<file path="src/rtl/ps2_pkg.sv">
// Shared PS/2 definitions: host-transmit state encoding, default timing constants
// and the odd-parity helper used by both the transmit and receive paths.
package ps2_pkg;

  typedef enum logic [2:0] {
    StIdle,
    StInhibit,
    StStart,
    StShift,
    StAck,
    StRecover
  } ps2_tx_state_e;

  localparam int unsigned DefInhibitCycles = 5000;
  localparam int unsigned DefTimeoutCycles = 750000;

  // Bits after the start bit: 8 data, parity, stop.
  localparam logic [3:0] LastFrameBit = 4'd10;

  // Parity bit that makes the count of ones over data plus parity odd.
  function automatic logic odd_parity(input logic [7:0] data);
    return ~(^data);
  endfunction

endpackage

</file>
<file path="src/rtl/ps2_sync_edge.sv">
// Two-flop synchronizers for the raw PS/2 clock and data lines plus a one-cycle
// strobe on each falling edge of the synchronized clock.
module ps2_sync_edge (
  input  logic clk,
  input  logic rst,
  input  logic ps2_clk_i,
  input  logic ps2_data_i,
  output logic clk_sync_o,
  output logic data_sync_o,
  output logic clk_fall_o
);

  logic clk_meta_q, clk_meta_d;
  logic clk_sync_q, clk_sync_d;
  logic clk_prev_q, clk_prev_d;
  logic data_meta_q, data_meta_d;
  logic data_sync_q, data_sync_d;

  always_comb begin
    clk_meta_d  = ps2_clk_i;
    clk_sync_d  = clk_meta_q;
    clk_prev_d  = clk_sync_q;
    data_meta_d = ps2_data_i;
    data_sync_d = data_meta_q;
  end

  // Idle PS/2 lines are high, so reset to 1 to avoid a spurious edge.
  always_ff @(posedge clk or negedge rst) begin
    if (!rst) begin
      clk_meta_q  <= 1'b1;
      clk_sync_q  <= 1'b1;
      clk_prev_q  <= 1'b1;
      data_meta_q <= 1'b1;
      data_sync_q <= 1'b1;
    end else begin
      clk_meta_q  <= clk_meta_d;
      clk_sync_q  <= clk_sync_d;
      clk_prev_q  <= clk_prev_d;
      data_meta_q <= data_meta_d;
      data_sync_q <= data_sync_d;
    end
  end

  assign clk_sync_o  = clk_sync_q;
  assign data_sync_o = data_sync_q;
  assign clk_fall_o  = clk_prev_q & ~clk_sync_q;

endmodule

</file>
<file path="src/rtl/ps2_host_tx.sv">
// PS/2 host-to-device command transmitter: inhibits the clock, issues a start
// bit, shifts out data/parity/stop on device clock edges and checks the ack.
module ps2_host_tx
  import ps2_pkg::*;
#(
  parameter int unsigned INHIBIT_CYCLES = DefInhibitCycles,
  parameter int unsigned TIMEOUT_CYCLES = DefTimeoutCycles
) (
  input  logic       clk,
  input  logic       rst,
  input  logic       tx_valid,
  input  logic [7:0] tx_data,
  output logic       tx_ready,
  input  logic       ps2_clk_in,
  input  logic       ps2_data_in,
  output logic       ps2_clk_oe,
  output logic       ps2_data_oe,
  output logic       busy,
  output logic       tx_done,
  output logic       tx_error
);

  localparam int unsigned CntMax =
      (INHIBIT_CYCLES > TIMEOUT_CYCLES) ? INHIBIT_CYCLES : TIMEOUT_CYCLES;
  localparam int unsigned CntW = $clog2(CntMax + 1);
  localparam logic [CntW-1:0] CntOne      = CntW'(1);
  localparam logic [CntW-1:0] InhibitLast = CntW'(INHIBIT_CYCLES - 1);
  localparam logic [CntW-1:0] TimeoutCnt  = CntW'(TIMEOUT_CYCLES);

  ps2_tx_state_e   state_q, state_d;
  logic [CntW-1:0] cnt_q, cnt_d;
  logic [3:0]      bit_q, bit_d;
  logic [7:0]      data_q, data_d;
  logic            clk_oe_q, clk_oe_d;
  logic            data_oe_q, data_oe_d;
  logic            done_q, done_d;
  logic            error_q, error_d;

  logic clk_s, data_s, clk_fall;

  ps2_sync_edge u_sync_edge (
    .clk        (clk),
    .rst        (rst),
    .ps2_clk_i  (ps2_clk_in),
    .ps2_data_i (ps2_data_in),
    .clk_sync_o (clk_s),
    .data_sync_o(data_s),
    .clk_fall_o (clk_fall)
  );

  assign tx_ready = (state_q == StIdle);

  always_comb begin
    state_d   = state_q;
    cnt_d     = cnt_q;
    bit_d     = bit_q;
    data_d    = data_q;
    clk_oe_d  = clk_oe_q;
    data_oe_d = data_oe_q;
    done_d    = 1'b0;
    error_d   = 1'b0;

    unique case (state_q)
      StIdle: begin
        clk_oe_d  = 1'b0;
        data_oe_d = 1'b0;
        if (tx_valid && tx_ready) begin
          data_d   = tx_data;
          cnt_d    = '0;
          bit_d    = '0;
          clk_oe_d = 1'b1;
          state_d  = StInhibit;
        end
      end
      StInhibit: begin
        if (cnt_q == InhibitLast) begin
          // Counter doubles as the watchdog from here on.
          cnt_d     = '0;
          bit_d     = '0;
          data_oe_d = 1'b1;
          state_d   = StStart;
        end else begin
          cnt_d = cnt_q + CntOne;
        end
      end
      StStart: begin
        clk_oe_d = 1'b0;
        cnt_d    = cnt_q + CntOne;
        state_d  = StShift;
      end
      StShift: begin
        cnt_d = cnt_q + CntOne;
        if (clk_fall) begin
          cnt_d = '0;
          if (bit_q < 4'd8) begin
            data_oe_d = ~data_q[bit_q[2:0]];
          end else if (bit_q == 4'd8) begin
            data_oe_d = ~odd_parity(data_q);
          end else begin
            data_oe_d = 1'b0;
            state_d   = StAck;
          end
          if (bit_q != LastFrameBit) begin
            bit_d = bit_q + 4'd1;
          end
        end
      end
      StAck: begin
        cnt_d = cnt_q + CntOne;
        if (clk_fall) begin
          cnt_d = '0;
          if (!data_s) begin
            state_d = StRecover;
          end else begin
            error_d = 1'b1;
            state_d = StIdle;
          end
        end
      end
      StRecover: begin
        cnt_d = cnt_q + CntOne;
        if (clk_fall) begin
          cnt_d = '0;
        end
        if (clk_s && data_s) begin
          done_d  = 1'b1;
          state_d = StIdle;
        end
      end
      default: begin
        state_d = StIdle;
      end
    endcase

    // Watchdog yields to a transaction that is already finishing this cycle,
    // so done and error can never pulse together.
    if ((state_q inside {StStart, StShift, StAck, StRecover}) &&
        (cnt_d == TimeoutCnt) && (state_d != StIdle)) begin
      error_d   = 1'b1;
      clk_oe_d  = 1'b0;
      data_oe_d = 1'b0;
      cnt_d     = '0;
      state_d   = StIdle;
    end
  end

  always_ff @(posedge clk or negedge rst) begin
    if (!rst) begin
      state_q   <= StIdle;
      cnt_q     <= '0;
      bit_q     <= '0;
      data_q    <= '0;
      clk_oe_q  <= 1'b0;
      data_oe_q <= 1'b0;
      done_q    <= 1'b0;
      error_q   <= 1'b0;
    end else begin
      state_q   <= state_d;
      cnt_q     <= cnt_d;
      bit_q     <= bit_d;
      data_q    <= data_d;
      clk_oe_q  <= clk_oe_d;
      data_oe_q <= data_oe_d;
      done_q    <= done_d;
      error_q   <= error_d;
    end
  end

  assign ps2_clk_oe  = clk_oe_q;
  assign ps2_data_oe = data_oe_q;
  assign busy        = ~tx_ready;
  assign tx_done     = done_q;
  assign tx_error    = error_q;

endmodule

</file>
<file path="config.mk">
export PLATFORM = sky130hd
export DESIGN_NAME = ps2_host_tx
export DESIGN_NICKNAME = d
export VERILOG_FILES = /design/src/rtl/ps2_pkg.sv /design/src/rtl/ps2_sync_edge.sv /design/src/rtl/ps2_host_tx.sv
export SDC_FILE = /design/constraint.sdc
export NUM_CORES = 1
export LEC_CHECK = 0
export BUFFER_PORTS_ARGS = -buffer_cell sky130_fd_sc_hd__buf_4
export CAP_MARGIN = 20
export CORE_MARGIN = 2
export CORE_UTILIZATION = 40
export CTS_CLUSTER_DIAMETER = 100
export CTS_CLUSTER_SIZE = 25
export DETAILED_ROUTE_END_ITERATION = 10
export PLACE_DENSITY = 0.68
export SYNTH_ARGS = -nofsm -noshare
export SYNTH_HDL_FRONTEND = slang
export SYNTH_HIERARCHICAL = 1
export SYNTH_SLANG_ARGS = --single-unit
export TNS_END_PERCENT = 30
</file>
<file path="constraint.sdc">
create_clock -name clk -period 5.1 [get_ports clk]
set_input_delay 0.51 -clock clk [delete_from_list [all_inputs] [get_ports clk]]
set_output_delay 0.51 -clock clk [all_outputs]
set_load 0.005 [all_outputs]
</file>
Word level (Yosys, flattened, before mapping). Index checks and enable logic that the tools add are counted.

Bits in registers: 44. Bits in latches: 0. Bits in writable memories: 0. Memory bits (read-only): 0. Input port bits: 13. Output and inout port bits: 6. Word-level logic and storage cells: 88. Memories kept: 0.

$add $sub $neg: 2. $mul: 0. Divide/modulo/power cells: 0. Order comparisons: 2. Equality and inequality tests: 15. Shift-type cells: 0. Multiplexer cells: 37. Bitwise gates (word level): 4. Reductions and logical operators: 15.

Operator list (count): two-way mux 20 bit (4); case mux 20 bit (4 select lines) (1); two-way mux 3 bit (9); adder 20 x 1 -> 20 bit, second input constant (1); equality test 20 x 13 -> 1 bit, second input constant (1); equality test 20 bit, second input constant (1); case mux 3 bit (6 select lines) (1); two-way mux 4 bit (4); two-way mux 1 bit (14); case mux 4 bit (3 select lines) (1); nonzero test 3 bit (3); nonzero test 4 bit (2); parity 8 bit (1); equality test 3 x 2 -> 1 bit, second input constant (2); equality test 3 bit, second input constant (2); != test 2 bit, second input constant (3); AND reduction 5 bit (1); adder 4 x 1 -> 4 bit, second input constant (1); equality test 4 bit, second input constant (1); logical AND 1 bit (4); less-than comparator 3 x 4 -> 1 bit, second input constant (1); less-than comparator 4 bit, second input constant (1); != test 4 bit, second input constant (1); binary-select mux 1 bit (select 3 bit) (1); other kinds (12) (14).

Longest topological paths before layout.
Word-level depth: 9. Depth in mapped cells: 13. Mapped depth without buffers: 9.

Hierarchy. The synthesis kept the hierarchy.

Modules (own cells, without submodules): ps2_host_tx (times used 1, cells each 321, area each 2826.5 µm², seq. area each 975.9 µm²); ps2_sync_edge (times used 1, cells each 6, area each 145.1 µm², seq. area each 131.4 µm²).

Least setup slack after synthesis. OpenSTA, ideal clock, no wires.

Kind: reg-to-reg. Start: register u_sync_edge.clk_sync_q (netlist: u_sync_edge/clk_sync_o). End: register cnt_q[14]. Setup time: 0.120 ns. Arrival: 2.768 ns. Data required time: 4.980 ns. Setup slack: 2.212 ns. Cell stages (with the launch flop): 13. Path buffers: 3. Cell sequence: dfstp_2 -> nor2b_4 -> buf_2 -> a21o_1 -> a221o_1 -> a31o_1 -> a31oi_1 -> o21ai_1 -> or4_1 -> and4b_1 -> buf_4 -> buf_12 -> a21oi_1.

Word-level cells in the longest chain between the ends: 8. Elaborated cells between the ends (all ways): 14. Those cells by class: eq/ne (1); mux (7); bitwise (2); reduce/logical (4).

Ends and longest elaborated chain: from (decl) (RTL line ps2_sync_edge.sv:14) `logic clk_sync_q, clk_sync_d;`; from (signal assigned) (RTL line ps2_sync_edge.sv:37) `clk_sync_q <= clk_sync_d;`; NOT 1 bit * (RTL line ps2_sync_edge.sv:46) `assign clk_fall_o = clk_prev_q & ~clk_sync_q;`; AND 1 bit * (RTL line ps2_sync_edge.sv:46); via clk_fall (RTL line ps2_host_tx.sv:39) `logic clk_s, data_s, clk_fall;`; two-way mux 20 bit (RTL line ps2_host_tx.sv:93, ps2_host_tx.sv:110, ps2_host_tx.sv:122); case mux 20 bit (4 select lines) (RTL line ps2_host_tx.sv:63) `unique case (state_q)`; equality test 20 bit (RTL line ps2_host_tx.sv:138) `(cnt_d == TimeoutCnt) && (state_d != StIdle)) begin`; logical AND 1 bit (RTL line ps2_host_tx.sv:137) `if ((state_q inside {StStart, StShift, StAck, StRecover}) &&`; logical AND 1 bit (RTL line ps2_host_tx.sv:138); two-way mux 20 bit * (RTL line ps2_host_tx.sv:137); via cnt_d[14] (RTL line ps2_host_tx.sv:31) `logic [CntW-1:0] cnt_q, cnt_d;`; to (signal assigned) (RTL line ps2_host_tx.sv:159) `cnt_q <= cnt_d;`; to (decl) (RTL line ps2_host_tx.sv:31).

Mark *: on every way through the listed nets, which the timed path passes. The rest lies on a longest branch. A chain may end at the register's enable or synchronous reset.

Final worst setup path.
Start: register state_q[1]. End: register error_q (netlist: tx_error).

Word-level cells in the longest chain between the ends: 8. Elaborated cells between the ends (all ways): 25. Those cells by class: eq/ne (6); mux (12); reduce/logical (7).

Ends and longest elaborated chain: from (decl) (RTL line ps2_host_tx.sv:30) `ps2_tx_state_e state_q, state_d;`; from (signal assigned) (RTL line ps2_host_tx.sv:149) `state_q <= StIdle;`; from (signal assigned) (RTL line ps2_host_tx.sv:158) `state_q <= state_d;`; logical NOT 3 bit (RTL line ps2_host_tx.sv:51, ps2_host_tx.sv:63); logical AND 1 bit (RTL line ps2_host_tx.sv:67) `if (tx_valid && tx_ready) begin`; two-way mux 20 bit (RTL line ps2_host_tx.sv:67); case mux 20 bit (4 select lines) (RTL line ps2_host_tx.sv:63); equality test 20 bit (RTL line ps2_host_tx.sv:138); logical AND 1 bit (RTL line ps2_host_tx.sv:137); logical AND 1 bit (RTL line ps2_host_tx.sv:138); two-way mux 1 bit * (RTL line ps2_host_tx.sv:137); via error_d (RTL line ps2_host_tx.sv:37) `logic error_q, error_d;`; to (signal assigned) (RTL line ps2_host_tx.sv:165) `error_q <= error_d;`; to (decl) (RTL line ps2_host_tx.sv:37).

Marked as above.

==> metrics.txt <==
# TYPE chip_impl_metric gauge
chip_impl_info{name="outcome",value="completed"} 1
chip_impl_metric{name="ys_warn_count",unit=""} 6
chip_impl_metric{name="core_area",unit="sq mm"} 0.007214
chip_impl_metric{name="fp.dieW",unit="microns"} 90.19
chip_impl_metric{name="data_required_time_of_the_critical_path",unit="ps"} 5330
chip_impl_metric{name="synth-seq-area-share",unit="%"} 37.26
chip_impl_info{name="layout_commonest_cell",value="dfrtp_1"} 1
chip_impl_metric{name="vias",unit=""} 2551
chip_impl_metric{name="final.period_utilization",unit="%"} 74.78
chip_impl_metric{name="grt_overflow_total",unit=""} 0
chip_impl_metric{name="grt_max_degree",unit=""} 45
chip_impl_metric{name="synth.ff_latch_count",unit=""} 44
chip_impl_info{name="reg_to_reg_start",value="state_q[1]"} 1
chip_impl_info{name="critPathKind",value="flop to flop"} 1
chip_impl_metric{name="fin_crit",unit="ps"} 3814
chip_impl_metric{name="numPlacedInstances",unit=""} 421
chip_impl_metric{name="cts_hold_repair.buffers",unit=""} 0
chip_impl_metric{name="num_rows",unit=""} 31
chip_impl_metric{name="synth_enable_flop_cells",unit=""} 0
chip_impl_metric{name="drive_gt1_share",unit="%"} 20.00
chip_impl_metric{name="power.total",unit="mW"} 1.083
chip_impl_metric{name="cts_resized",unit=""} 0
chip_impl_metric{name="total_grt_usage",unit="%"} 16.87
chip_impl_metric{name="synth_nets",unit=""} 344
chip_impl_metric{name="place.detailed.hpwl",unit="microns"} 4875
chip_impl_metric{name="setup_viol",unit=""} 0
chip_impl_metric{name="post_cts.repair.setup_buffers",unit=""} 0
chip_impl_info{name="critPathLaunch",value="state_q[1]"} 1
chip_impl_metric{name="viasPerCell",unit=""} 5.946
chip_impl_metric{name="timing.final.max_slew_violations",unit=""} 0
chip_impl_info{name="tritoncts_clock_tree",value="done"} 1
chip_impl_info{name="layout_common_cells",value="dfrtp_1 (39), nand2_1 (34), o21ai_0 (23)"} 1
chip_impl_metric{name="area_growth",unit="%"} 7.916
chip_impl_metric{name="timing.setup.tns",unit="ps"} 0
chip_impl_metric{name="worst_slew_margin_relative_to_its_limit",unit="%"} 47.50
chip_impl_metric{name="grt_first_pass_wirelength",unit="microns"} 11260
chip_impl_metric{name="clock-skew-final",unit="ps"} 17.67
chip_impl_metric{name="drv_cap",unit=""} 0
chip_impl_metric{name="achievable-frequency",unit="MHz"} 262.2
chip_impl_metric{name="finalHoldViolations",unit=""} 0
chip_impl_metric{name="tritoncts.num_buffers",unit=""} 5
chip_impl_info{name="endpoint",value="tx_error"} 1
chip_impl_metric{name="detail_route.drc_violations",unit=""} 0
chip_impl_info{name="cts_root_buf",value="clkbuf_8"} 1
chip_impl_metric{name="ff2ff_path_depth",unit=""} 8
chip_impl_metric{name="power_density",unit="mW/mm^2"} 337.6
chip_impl_metric{name="die_h",unit="microns"} 90.19
chip_impl_metric{name="worstPathMaxFanout",unit=""} 21
chip_impl_metric{name="mean_instance_size_in_the_synthesized_netlist",unit="sq um"} 9.087
chip_impl_metric{name="post-route-util",unit="%"} 44.45
chip_impl_metric{name="clock_tree.htree_level_count",unit=""} 2
chip_impl_metric{name="worstMarginPinSlew",unit="ps"} 786.9
chip_impl_info{name="cp_slowest_cell",value="and4b_1"} 1
chip_impl_metric{name="clock_sinks",unit=""} 44
chip_impl_metric{name="routedWlPerCell",unit="microns"} 16.19
chip_impl_metric{name="die_footprint",unit="sq mm"} 0.008134
chip_impl_metric{name="rrSetupSlack",unit="ps"} 1290
chip_impl_metric{name="post-place-ws",unit="ps"} 1371
chip_impl_metric{name="synthesis.area",unit="sq mm"} 0.002972
chip_impl_metric{name="total_detailed_routing_wirelength",unit="microns"} 6946
chip_impl_info{name="cp-end-kind",value="flop"} 1
chip_impl_info{name="ys_top_cells_by_area",value="dfrtp_1 (33%), dfstp_2 (4.4%), nand2_1 (4.3%), o21ai_0 (3.9%), mux2_2 (3.4%)"} 1
chip_impl_metric{name="synthCells",unit=""} 327
chip_impl_metric{name="io-pin-count",unit=""} 19
chip_impl_metric{name="vias_in_the_first_global_route",unit=""} 2265
chip_impl_metric{name="drt_iter0_drc",unit=""} 334
chip_impl_metric{name="layoutNonFillerInstCount",unit=""} 429
chip_impl_metric{name="initial_util",unit="%"} 41.19
chip_impl_info{name="critical_path.startpoint_type",value="flop"} 1
chip_impl_info{name="rsz_0062_raised_after_global_routing",value="no"} 1
chip_impl_metric{name="clock_insertion_delay_worst_skew",unit="ps"} 310
chip_impl_info{name="min_delay_path_class",value="input port to asynchronous set/reset pin"} 1
chip_impl_metric{name="numPortBuffers",unit=""} 18
chip_impl_metric{name="final_nets",unit=""} 346
chip_impl_metric{name="critical-path-max-stage-delay",unit="ps"} 800
chip_impl_metric{name="insertedDiodeCount",unit=""} 0
chip_impl_info{name="synth_top_flop_cell",value="dfrtp_1"} 1
chip_impl_info{name="regToRegEndpoint",value="tx_error"} 1
chip_impl_metric{name="buffers_from_clock_root_to_sink_at_most",unit=""} 2
chip_impl_info{name="timing.critical_path.cells",value="nor3_2 -> a221o_1 -> a31o_1 -> a31oi_1 -> o21ai_1 -> or4_1 -> and4b_1 -> o21bai_1"} 1
chip_impl_metric{name="ant_nets",unit=""} 0
chip_impl_metric{name="portion_of_synthesized_cell_area_occupied_by_the_leading_cell_type",unit="%"} 32.84
chip_impl_metric{name="worst_case_vdd_ir_drop",unit="mV"} 0.2138
chip_impl_info{name="yosys.area.top_type",value="dfrtp_1"} 1
chip_impl_metric{name="lkg_pwr",unit="nW"} 1.308
chip_impl_metric{name="number_of_distinct_standard_cells_referenced_by_the_synthesized_netlist",unit=""} 65
chip_impl_metric{name="final_critical_path_setup_slack",unit="ps"} 1286
chip_impl_metric{name="async_reset_ff_share",unit="%"} 100.0
chip_impl_metric{name="first_pass_iteration_count_of_the_detailed_router",unit=""} 5
chip_impl_metric{name="cp_data_arrival_time",unit="ps"} 4050
chip_impl_metric{name="grt_antenna_before_repair",unit=""} 0
chip_impl_metric{name="globalplace.congestion",unit=""} 0.8835
chip_impl_metric{name="path_clk_slew",unit="ps"} 100
## area by class of cell
type                    count  area [sq um]
repair buffers             21         157.7
clock buffers               6         82.58
flip-flops and latches     44          1107
multi-input cells         250          1670
well taps                  99         123.9
inverters                   7         26.28
fillers                   732          4008
clock inverters             2         38.79
## kinds of logic after synthesis
logic type                 after synthesis  synth area share (%)
muxes                                   13                 5.600
adders and majority gates                4                 1.684
AOI/OAI and AO/OA                       83                 18.27
and+or+nand+nor                        140                 27.70
DFF                                     44                 37.26
buffers and inverters                   33                 6.527
xor gates and xnor gates                10                 2.948
## state kept, by name, summed over array words and instances, names as in the netlist
register and cells:
bit_q 4, cnt_q 20, data_q 8, ps2_clk_oe 1
ps2_data_oe 1, state_q 3, tx_done 1, tx_error 1
u_sync_edge/clk_meta_q 1, u_sync_edge/clk_prev_q 1, u_sync_edge/clk_sync_o 1, u_sync_edge/data_meta_q 1
u_sync_edge/data_sync_o 1
## critical path: cells and delay by family, from the launching register on
family / cells / cell delay (ps)
AO/OA/AOI/OAI: 5 / 1460
flip-flops: 1 / 770
AND/OR/NAND/NOR: 3 / 1520
## stage by stage
stage | instance area (sq um) | hold slack [ps]
after global routing | 3207 | 230.0
after detailed placement | 3085 | 348.5
after global placement | 3085 | 350.3
final | 3207 | 175.0
after CTS | 3207 | 209.7
after floorplan | 2972 | 214.4
## per-layer routing
metal / wire (microns) / up-vias / track usage, % / share of wire, %
li1: - / 1199 / - / -
met1: 3171 / 1236 / 23.93 / 46
met2: 3229 / 109 / 26.19 / 46
met3: 474 / 7 / 3.437 / 6.8
met4: 70 / 0 / 4.744 / 1.0
met5: 0 / - / 0 / 0
## where the power goes
group | leakage (nW) | internal, mW | switching (mW)
registers | 0.561 | 0.406 | 0.0913
logic | 0.686 | 0.162 | 0.134
clock network | 0.0614 | 0.160 | 0.129
total | 1.31 | 0.728 | 0.354
## cells in the mapped netlist, drive strengths merged (7+ instances only)
master / instances
nor4: 8
a31oi: 7
nand3: 17
inv: 7
nor2: 25
dfrtp: 39
nand2: 34
mux2: 9
nor3: 13
xnor2: 9
buf: 19
o21ai: 25
clkbuf: 7
a21oi: 21
nand4: 10
## worst min-delay path by stage
stage                                 from  slack, ps  cells past startpoint                     end
CTS                                    rst        210                      1               cnt_q[11]
floorplan                              rst        210                      0                bit_q[0]
global route                           rst        230                      1               cnt_q[11]
detailed placement  u_sync_edge/clk_meta_q        350                      0  u_sync_edge/clk_sync_o
global placement    u_sync_edge/clk_meta_q        350                      0  u_sync_edge/clk_sync_o
finish                                 rst        170                      1               cnt_q[11]
Note: power is estimated with default switching activity, not from simulation.
